--- src/rtl/watch_display_scan.sv ---
// Six-digit multiplexed 7-segment scanner for the watch digit bus.
// One digit is driven per slot. A coherent snapshot of all six digits is
// latched at each frame start, so counter ripple mid-frame never tears the
// display. Also handles blink, hour-tens zero blanking, colon dots and
// inter-digit anti-ghost blanking.
module watch_display_scan #(
    parameter int SCAN_DIV       = 50000,
    parameter int BLANK_CYC      = 16,
    parameter int BLINK_HALF     = 100,
    parameter int SEG_ACTIVE_LOW = 1,
    parameter int AN_ACTIVE_LOW  = 1
) (
    input  logic       clk,
    input  logic       reset,
    input  logic [3:0] hr1,
    input  logic [3:0] hr0,
    input  logic [3:0] min1,
    input  logic [3:0] min0,
    input  logic [3:0] sec1,
    input  logic [3:0] sec0,
    input  logic [5:0] blink_mask,
    input  logic       lz_blank,
    input  logic       colon_en,
    output logic [6:0] seg,
    output logic       dp,
    output logic [5:0] an,
    output logic       frame_done
);

    localparam int PW = (SCAN_DIV > 1) ? $clog2(SCAN_DIV) : 1;
    localparam int BW = (BLINK_HALF > 1) ? $clog2(BLINK_HALF) : 1;
    localparam logic [PW-1:0] PRESC_LAST = PW'(SCAN_DIV - 1);
    localparam logic [PW-1:0] BLANK_V    = PW'(BLANK_CYC);
    localparam logic [BW-1:0] BLINK_LAST = BW'(BLINK_HALF - 1);
    localparam logic [6:0]    SEG_XOR    = (SEG_ACTIVE_LOW != 0) ? 7'h7F : 7'h00;
    localparam logic          DP_XOR     = (SEG_ACTIVE_LOW != 0);
    localparam logic [5:0]    AN_XOR     = (AN_ACTIVE_LOW != 0) ? 6'h3F : 6'h00;

    // Scan and blink state
    logic [PW-1:0] presc_q, presc_d;
    logic [2:0]    slot_q, slot_d;
    logic [BW-1:0] blink_cnt_q, blink_cnt_d;
    logic          blink_phase_q, blink_phase_d;

    // Snapshot of the digit bus, indexed like an/blink_mask (5=hr1 .. 0=sec0)
    logic [3:0] digit_in [6];
    logic [3:0] shadow_q [6];

    // Registered (polarity-adjusted) outputs
    logic [6:0] seg_q;
    logic       dp_q;
    logic [5:0] an_q;
    logic       frame_done_q;

    // Decoded display values before registering
    logic [6:0] seg_d;
    logic       dp_d;
    logic [5:0] an_d;
    logic       frame_done_d;

    logic       tick;
    logic       frame_end;
    logic       snap;
    logic [2:0] digit_idx;
    logic [3:0] cur_digit;
    logic       enable;

    assign digit_in[5] = hr1;
    assign digit_in[4] = hr0;
    assign digit_in[3] = min1;
    assign digit_in[2] = min0;
    assign digit_in[1] = sec1;
    assign digit_in[0] = sec0;

    assign tick      = (presc_q == PRESC_LAST);
    assign frame_end = tick && (slot_q == 3'd5);
    assign snap      = (presc_q == '0) && (slot_q == 3'd0);
    assign digit_idx = 3'd5 - slot_q;

    // Next-state for prescaler, slot index and blink timing
    always_comb begin
        presc_d       = tick ? '0 : presc_q + 1'b1;
        slot_d        = slot_q;
        blink_cnt_d   = blink_cnt_q;
        blink_phase_d = blink_phase_q;
        if (tick) begin
            slot_d = (slot_q == 3'd5) ? 3'd0 : slot_q + 3'd1;
        end
        if (frame_end) begin
            if (blink_cnt_q == BLINK_LAST) begin
                blink_cnt_d   = '0;
                blink_phase_d = ~blink_phase_q;
            end else begin
                blink_cnt_d = blink_cnt_q + 1'b1;
            end
        end
    end

    // Scan counters and blink phase
    always_ff @(posedge clk) begin
        if (reset) begin
            presc_q       <= '0;
            slot_q        <= 3'd0;
            blink_cnt_q   <= '0;
            blink_phase_q <= 1'b0;
        end else begin
            presc_q       <= presc_d;
            slot_q        <= slot_d;
            blink_cnt_q   <= blink_cnt_d;
            blink_phase_q <= blink_phase_d;
        end
    end

    // One snapshot register per digit, loaded at the first cycle of a frame
    genvar gi;
    generate
        for (gi = 0; gi < 6; gi++) begin : g_shadow
            always_ff @(posedge clk) begin
                if (reset) begin
                    shadow_q[gi] <= 4'd0;
                end else if (snap) begin
                    shadow_q[gi] <= digit_in[gi];
                end
            end
        end
    endgenerate

    // Select the digit for the current slot, gate it and decode to segments
    always_comb begin
        case (slot_q)
            3'd0:    cur_digit = shadow_q[5];
            3'd1:    cur_digit = shadow_q[4];
            3'd2:    cur_digit = shadow_q[3];
            3'd3:    cur_digit = shadow_q[2];
            3'd4:    cur_digit = shadow_q[1];
            3'd5:    cur_digit = shadow_q[0];
            default: cur_digit = 4'd0;
        endcase

        enable = (presc_q >= BLANK_V)
              && !(blink_phase_q && blink_mask[digit_idx])
              && !((slot_q == 3'd0) && lz_blank && (shadow_q[5] == 4'd0));

        case (cur_digit)
            4'd0:    seg_d = 7'h3F;
            4'd1:    seg_d = 7'h06;
            4'd2:    seg_d = 7'h5B;
            4'd3:    seg_d = 7'h4F;
            4'd4:    seg_d = 7'h66;
            4'd5:    seg_d = 7'h6D;
            4'd6:    seg_d = 7'h7D;
            4'd7:    seg_d = 7'h07;
            4'd8:    seg_d = 7'h7F;
            4'd9:    seg_d = 7'h6F;
            default: seg_d = 7'h40;
        endcase

        an_d = 6'b000001 << digit_idx;
        dp_d = colon_en && ((slot_q == 3'd1) || (slot_q == 3'd3));
        if (!enable) begin
            seg_d = 7'h00;
            an_d  = 6'h00;
            dp_d  = 1'b0;
        end
        frame_done_d = frame_end;
    end

    // Output registers with polarity applied
    always_ff @(posedge clk) begin
        if (reset) begin
            seg_q        <= SEG_XOR;
            dp_q         <= DP_XOR;
            an_q         <= AN_XOR;
            frame_done_q <= 1'b0;
        end else begin
            seg_q        <= seg_d ^ SEG_XOR;
            dp_q         <= dp_d ^ DP_XOR;
            an_q         <= an_d ^ AN_XOR;
            frame_done_q <= frame_done_d;
        end
    end

    assign seg        = seg_q;
    assign dp         = dp_q;
    assign an         = an_q;
    assign frame_done = frame_done_q;

endmodule

--- config.mk ---
export PLATFORM = sky130hd
export DESIGN_NAME = watch_display_scan
export DESIGN_NICKNAME = d
export VERILOG_FILES = /design/src/rtl/watch_display_scan.sv
export SDC_FILE = /design/constraint.sdc
export NUM_CORES = 1
export LEC_CHECK = 0
export ABC_AREA = 1
export CORE_ASPECT_RATIO = 1.25
export CORE_MARGIN = 2
export CORE_UTILIZATION = 46
export CTS_CLUSTER_SIZE = 24
export DETAILED_ROUTE_END_ITERATION = 10
export PLACE_DENSITY = 0.73
export SLEW_MARGIN = 0
export SYNTH_ARGS = -nofsm -noshare
export SYNTH_HDL_FRONTEND = slang
export SYNTH_SLANG_ARGS = --single-unit
--- constraint.sdc ---
create_clock -name clk -period 2.1 [get_ports clk]
set_clock_uncertainty 0.15 [all_clocks]
set_input_delay 0.42 -clock clk [delete_from_list [all_inputs] [get_ports clk]]
set_output_delay 0.42 -clock clk [all_outputs]
set_load 0.01 [all_outputs]
== Yosys cells after proc, flatten, opt, wreduce, memory -nomap -nowiden ==
Memory sizes are Yosys's and may differ from the RTL's.
Cells that the tools add are included.

* Bits in registers: 42
* Bits in writable memories: 24
* Bits in read-only memories: 112
* Bits of input ports: 34
* Output and inout bits: 15
* Logic and storage cells: 69
* Memories: 2

* Add/sub/neg operators: 4
* Magnitude comparators: 2
* Eq/ne operators: 7
* Shifts and indexed selects: 1
* Muxes and demuxes: 19
* Bitwise logic cells: 10
* Reductions and logical operators: 16

{| class="wikitable"
|+ Memories
! memory !! words !! width !! read ports !! clocked after memory_dff !! wr ports !! line !! text
|-
| (name not given) || 16 || 7 || 1 || 0 || 0 || 144 || <nowiki>case (cur_digit)</nowiki>
|-
| shadow_q || 6 || 4 || 6 || 0 || 6 || 47 || <nowiki>logic [3:0] shadow_q [6];</nowiki>
|}

{| class="wikitable"
|+ Operators with widths
! cell !! count
|-
| two-way mux 4 bit || 6
|-
| one-hot mux 4 bit (6 select lines) || 1
|-
| adder 16 x 1 -> 16 bit (second input constant) || 1
|-
| equality test 16 bit (second input constant) || 1
|-
| >= comparator 16 x 5 -> 1 bit (second input constant) || 1
|-
| zero test 16 bit || 1
|-
| two-way mux 7 bit || 2
|-
| logical AND 1 bit || 8
|-
| adder 7 x 1 -> 7 bit (second input constant) || 1
|-
| equality test 7 bit (second input constant) || 1
|-
| two-way mux 1 bit || 7
|-
| inverter 7 bit || 1
|-
| equality test 3 x 2 -> 1 bit (second input constant) || 2
|-
| equality test 3 bit (second input constant) || 2
|-
| two-way mux 6 bit || 1
|-
| inverter 6 bit || 1
|-
| bitwise OR 1 bit || 6
|-
| << shifter 1 x 3 -> 6 bit (first input constant) || 1
|-
| zero test 4 bit || 1
|-
| less-than comparator 3 x 4 -> 1 bit (second input constant) || 1
|-
| adder 3 x 1 -> 3 bit (second input constant) || 1
|-
| binary-select mux 1 bit (select 3 bit) || 1
|-
| equality test 3 x 1 -> 1 bit (second input constant) || 1
|-
| zero test 3 bit || 1
|-
| other kinds (7) || 9
|}

== Depth between registers and ports, before layout ==
Gate-level depths: netlist of the first run.

* Depth in word-level cells: 9
* Mapped depth: 14
* Mapped depth without buffers: 13

== Worst setup path before layout of the first run ==
No wires, ideal clock.

* Path kind: register to register
* From: register slot_q[0]
* To: register seg_q[0] (netlist: seg[0])
* Library setup time: 0.120 ns
* Arrival: 1.934 ns
* Data required time: 1.830 ns
* Setup slack: -0.104 ns
* Cell stages (with the launch flop): 12
* Buffers on the path: 1
* Clock period less this slack: 2.204 ns
* Path through: dfxtp_1 > inv_1 > ha_1 > buf_2 > nand3_1 > nand3_1 > nor2_1 > inv_1 > ha_1 > nand3b_1 > nand3_1 > nand3_1

* Cells in the longest elaborated chain, start to end: 9
* Elaborated cells between the ends (all ways): 20
* Classes of those cells: add/sub: 1; eq/ne: 5; mux: 4; bitwise: 1; reduce/logical: 8; memory: 1

{| class="wikitable"
|+ Ends and longest elaborated chain
! what !! line !! text
|-
| start, declared || 41 || <nowiki>logic [2:0] slot_q, slot_d;</nowiki>
|-
| start signal, assigned || 108 || <nowiki>slot_q <= slot_d;</nowiki>
|-
| subtractor 3 bit || 78 || <nowiki>assign digit_idx = 3'd5 - slot_q;</nowiki>
|-
| binary-select mux 1 bit (select 3 bit) || 141 || <nowiki>&& !(blink_phase_q && blink_mask[digit_idx])</nowiki>
|-
| two-way mux 1 bit (implied by the code) || 141 ||
|-
| logical AND 1 bit || 141 ||
|-
| zero test 1 bit || 141 ||
|-
| logical AND 1 bit || 141 ||
|-
| logical AND 1 bit || 142 || <nowiki>&& !((slot_q == 3'd0) && lz_blank && (shadow_q[5] == 4'd0));</nowiki>
|-
| two-way mux 7 bit (*) || 160 || <nowiki>if (!enable) begin</nowiki>
|-
| inverter 7 bit (no line) (*) || n/a ||
|-
| end signal, assigned || 176 || <nowiki>seg_q <= seg_d ^ SEG_XOR;</nowiki>
|-
| end, declared || 50 || <nowiki>logic [6:0] seg_q;</nowiki>
|}

Mark *: on every way between the ends. The rest lies on a longest branch, timed or not. The select of a mux whose other input is x is not followed.
A chain may end at the register's enable or synchronous reset.

== Worst setup path after layout of the first run ==
* From: register slot_q[1]
* To: register seg_q[1] (netlist: seg[1])

Same word-level chain as after synthesis.

==> metrics.cfg, run 1 <==
[critical_path]
worst-path-max-fanout = 7
cp_top_family = simple AND/OR/NAND/NOR gates
slowest_delay_ns = 0.37
cp_slowest_cell = dfxtp_2
cp_num_buf_inv = 4
worstSetupPathType = flop to flop
end_kind = flop
critPathRequiredTime_ns = 2.16
critPathLaunchType = flop
rrSetupSlack_ns = 0.14
cp_cell_sequence = inv_2 -> ha_1 -> nand2_1 -> inv_1 -> buf_4 -> nand2_1 -> nand2_2 -> nor3_4 -> inv_2 -> nand2_4 -> nand3_1
cp.arrival_ns = 2.01

[synth]
syn_area_mm2 = 0.00338
syn_area_per_cell_um2 = 7.78
synth_top_area_share = 0.248
synth_edf_count = 24
yosysMostFrequentCell = nand2_1
synthCells = 435
async_flop_share = 0
synth_commonest_cells = 85 x nand2_1, 68 x inv_1, 65 x nor2_1
ys.flop_type = dfxtp_1
synth-seq-cells = 66
synth_area_leaders = dfxtp_1 25%, edfxtp_1 21%, nand2_1 9.4%
syn_nets = 484
ys_warn_count = 0
synth_cell_types = 33
seq_area_frac_synth = 0.461
yosysTopAreaCell = dfxtp_1

[drt]
wl_per_cell_um = 11.1
vias = 2860
drc = 0
routed_wl_um = 6630
antenna_left = 0
routed_via_density = 4.78
drtPass1Iterations = 4
drt_iter0_drc = 115

[timing]
post-route-period-util = 0.932
layout_min_cycle_time_ns = 1.96
fmax_mhz = 511
hold_viol_final = 0
setup_viol = 0
rsz0062_at_grt = false
relSlewSlack = 0.722
hold_ws_ns = 0.325
worst_pin_slew_ns = 0.416
drv_slew = 0

[placed_design]
dp_hpwl_um = 4990
placed_cells = 582
io_buffers = 48
place.gp.congestion = 0.824

[floorplan]
core_area_mm2 = 0.00706
die_area_mm2 = 0.00806
die_h_um = 99.9
std_cell_rows = 34
dieWidth_um = 80.7
start_util = 0.479
io_pins = 49

[clocking]
cts_root_buf = clkbuf_8
tritoncts = yes
clock_latency_ns = 0.34
cts_buffers = 9
path_clk_slew_ns = 0.07
htree_levels = 3
cts_buffer_depth = 2
cts.sinks = 66
hold_buffers = 0

[global_route]
grt_pass1_vias = 2675
grt_pass1_wl_um = 11300
grt_usage = 0.178
grt_max_degree = 25
gr-total-overflow = 0
antenna_found_initial = 0

[final_layout]
finalNetCount = 552
areaGrowthSynthToFinish_pct = 28.7
fillers = 631
drive_gt1_frac = 0.140
num_antenna_cells = 0
final_cells = 598

[power]
p_leak_nw = 1.89
p_per_area_mw_per_mm2 = 709
vdd_ir_drop_max_mv = 0.315

[min_path]
worst_hold_path_type = flop to flop

[status]
status = complete, no violations

[run]
maxCapViolCount = 0

==> stage by stage <==
stage	power [mW]	setup WS, ns	cell area, um^2	setup TNS (ns)	utilization
final	3.09	0.144	4360	0	0.617
after global routing	3.21	0.00526	4360	0	0.617
after CTS	3.12	0.000831	4310	0	0.611
after detailed placement	1.72	-0.0328	4040	-0.275	0.572
after global placement	1.71	0.0592	4040	0	0.572
after floorplan	1.60	0.0554	3390	0	-
==> registers in the layout (all words and copies together) (netlist names) <==
| name | count |
|---|---|
| slot_q | 3 |
| an | 6 |
| presc_q | 16 |
| shadow_q | 24 |
| blink_phase_q | 1 |
| dp | 1 |
| seg | 7 |
| frame_done | 1 |
| blink_cnt_q | 7 |
==> cells by family after synthesis <==
kind of cell,count (synthesis),synth area share
simple gates,239,0.322
compound gates,27,0.0447
flops,66,0.461
xor+xnor,5,0.0129
fa+ha+maj,15,0.0555
buf+inv,83,0.103
==> metal layers <==
layer  vias up  track usage  share of wire
met5         -            0              0
met4         0       0.0978          0.029
met3        16       0.0270          0.041
met2        70        0.303           0.48
met1      1259        0.213           0.45
li1       1515            -              -
==> final timing paths <==
check                              start                     to  cells after the start
setup / recovery  slot_q[1]$_SDFFE_PP0N_      seg[1]$_SDFF_PP1_                     11
hold / removal     presc_q[0]$_SDFF_PP0_  presc_q[0]$_SDFF_PP0_                      1
setup reg to reg  slot_q[1]$_SDFFE_PP0N_      seg[1]$_SDFF_PP1_                     11
hold reg to reg    presc_q[0]$_SDFF_PP0_  presc_q[0]$_SDFF_PP0_                      1
==> layout by cell type (no fill, tap or decap), types with 16 or more instances in the layout <==
master           Yosys  layout
a21oi_1             18      18
dfxtp_1             42      40
inv_1               68      64
edfxtp_1            24      24
nor2_1              65      63
nand3_1             52      51
nand2_1             85      85
clkdlybuf4s50_1      0      48
buf_4                1      16
==> area by class of cell <==
type | instances | area [um^2] | area share
inverter | 76 | 287 | 0.0658
tap | 90 | 113 | 0.0259
timing repair buffer | 64 | 601 | 0.138
clock inverter | 7 | 141 | 0.0325
sequential | 66 | 1570 | 0.360
clock buffer | 9 | 124 | 0.0284
multi-input combinational | 286 | 1520 | 0.350
==> timing repair <==
action / 4_1_cts / 5_1_grt
endpoints found under the setup margin: 25 / 34
pin swaps: 0 / 2
resized for setup: 2 / 15
buffers inserted: 0 / 0
==> power by group <==
part           internal, mW  switching (mW)  leakage, nW
registers              1.40          0.0283        0.605
clock network         0.908           0.487        0.129
logic                 0.125           0.142         1.15
total                  2.43           0.658         1.89
Note: power is estimated with default switching activity, not from simulation.
==> run 2: changes to the inputs <==
CTS_BUF_LIST = sky130_fd_sc_hd__clkbuf_4 sky130_fd_sc_hd__clkbuf_8 sky130_fd_sc_hd__clkbuf_16   (was default)
==> results of run 2 <==
Same layout as run 1: the final DEF is identical, and so are final timing and power.
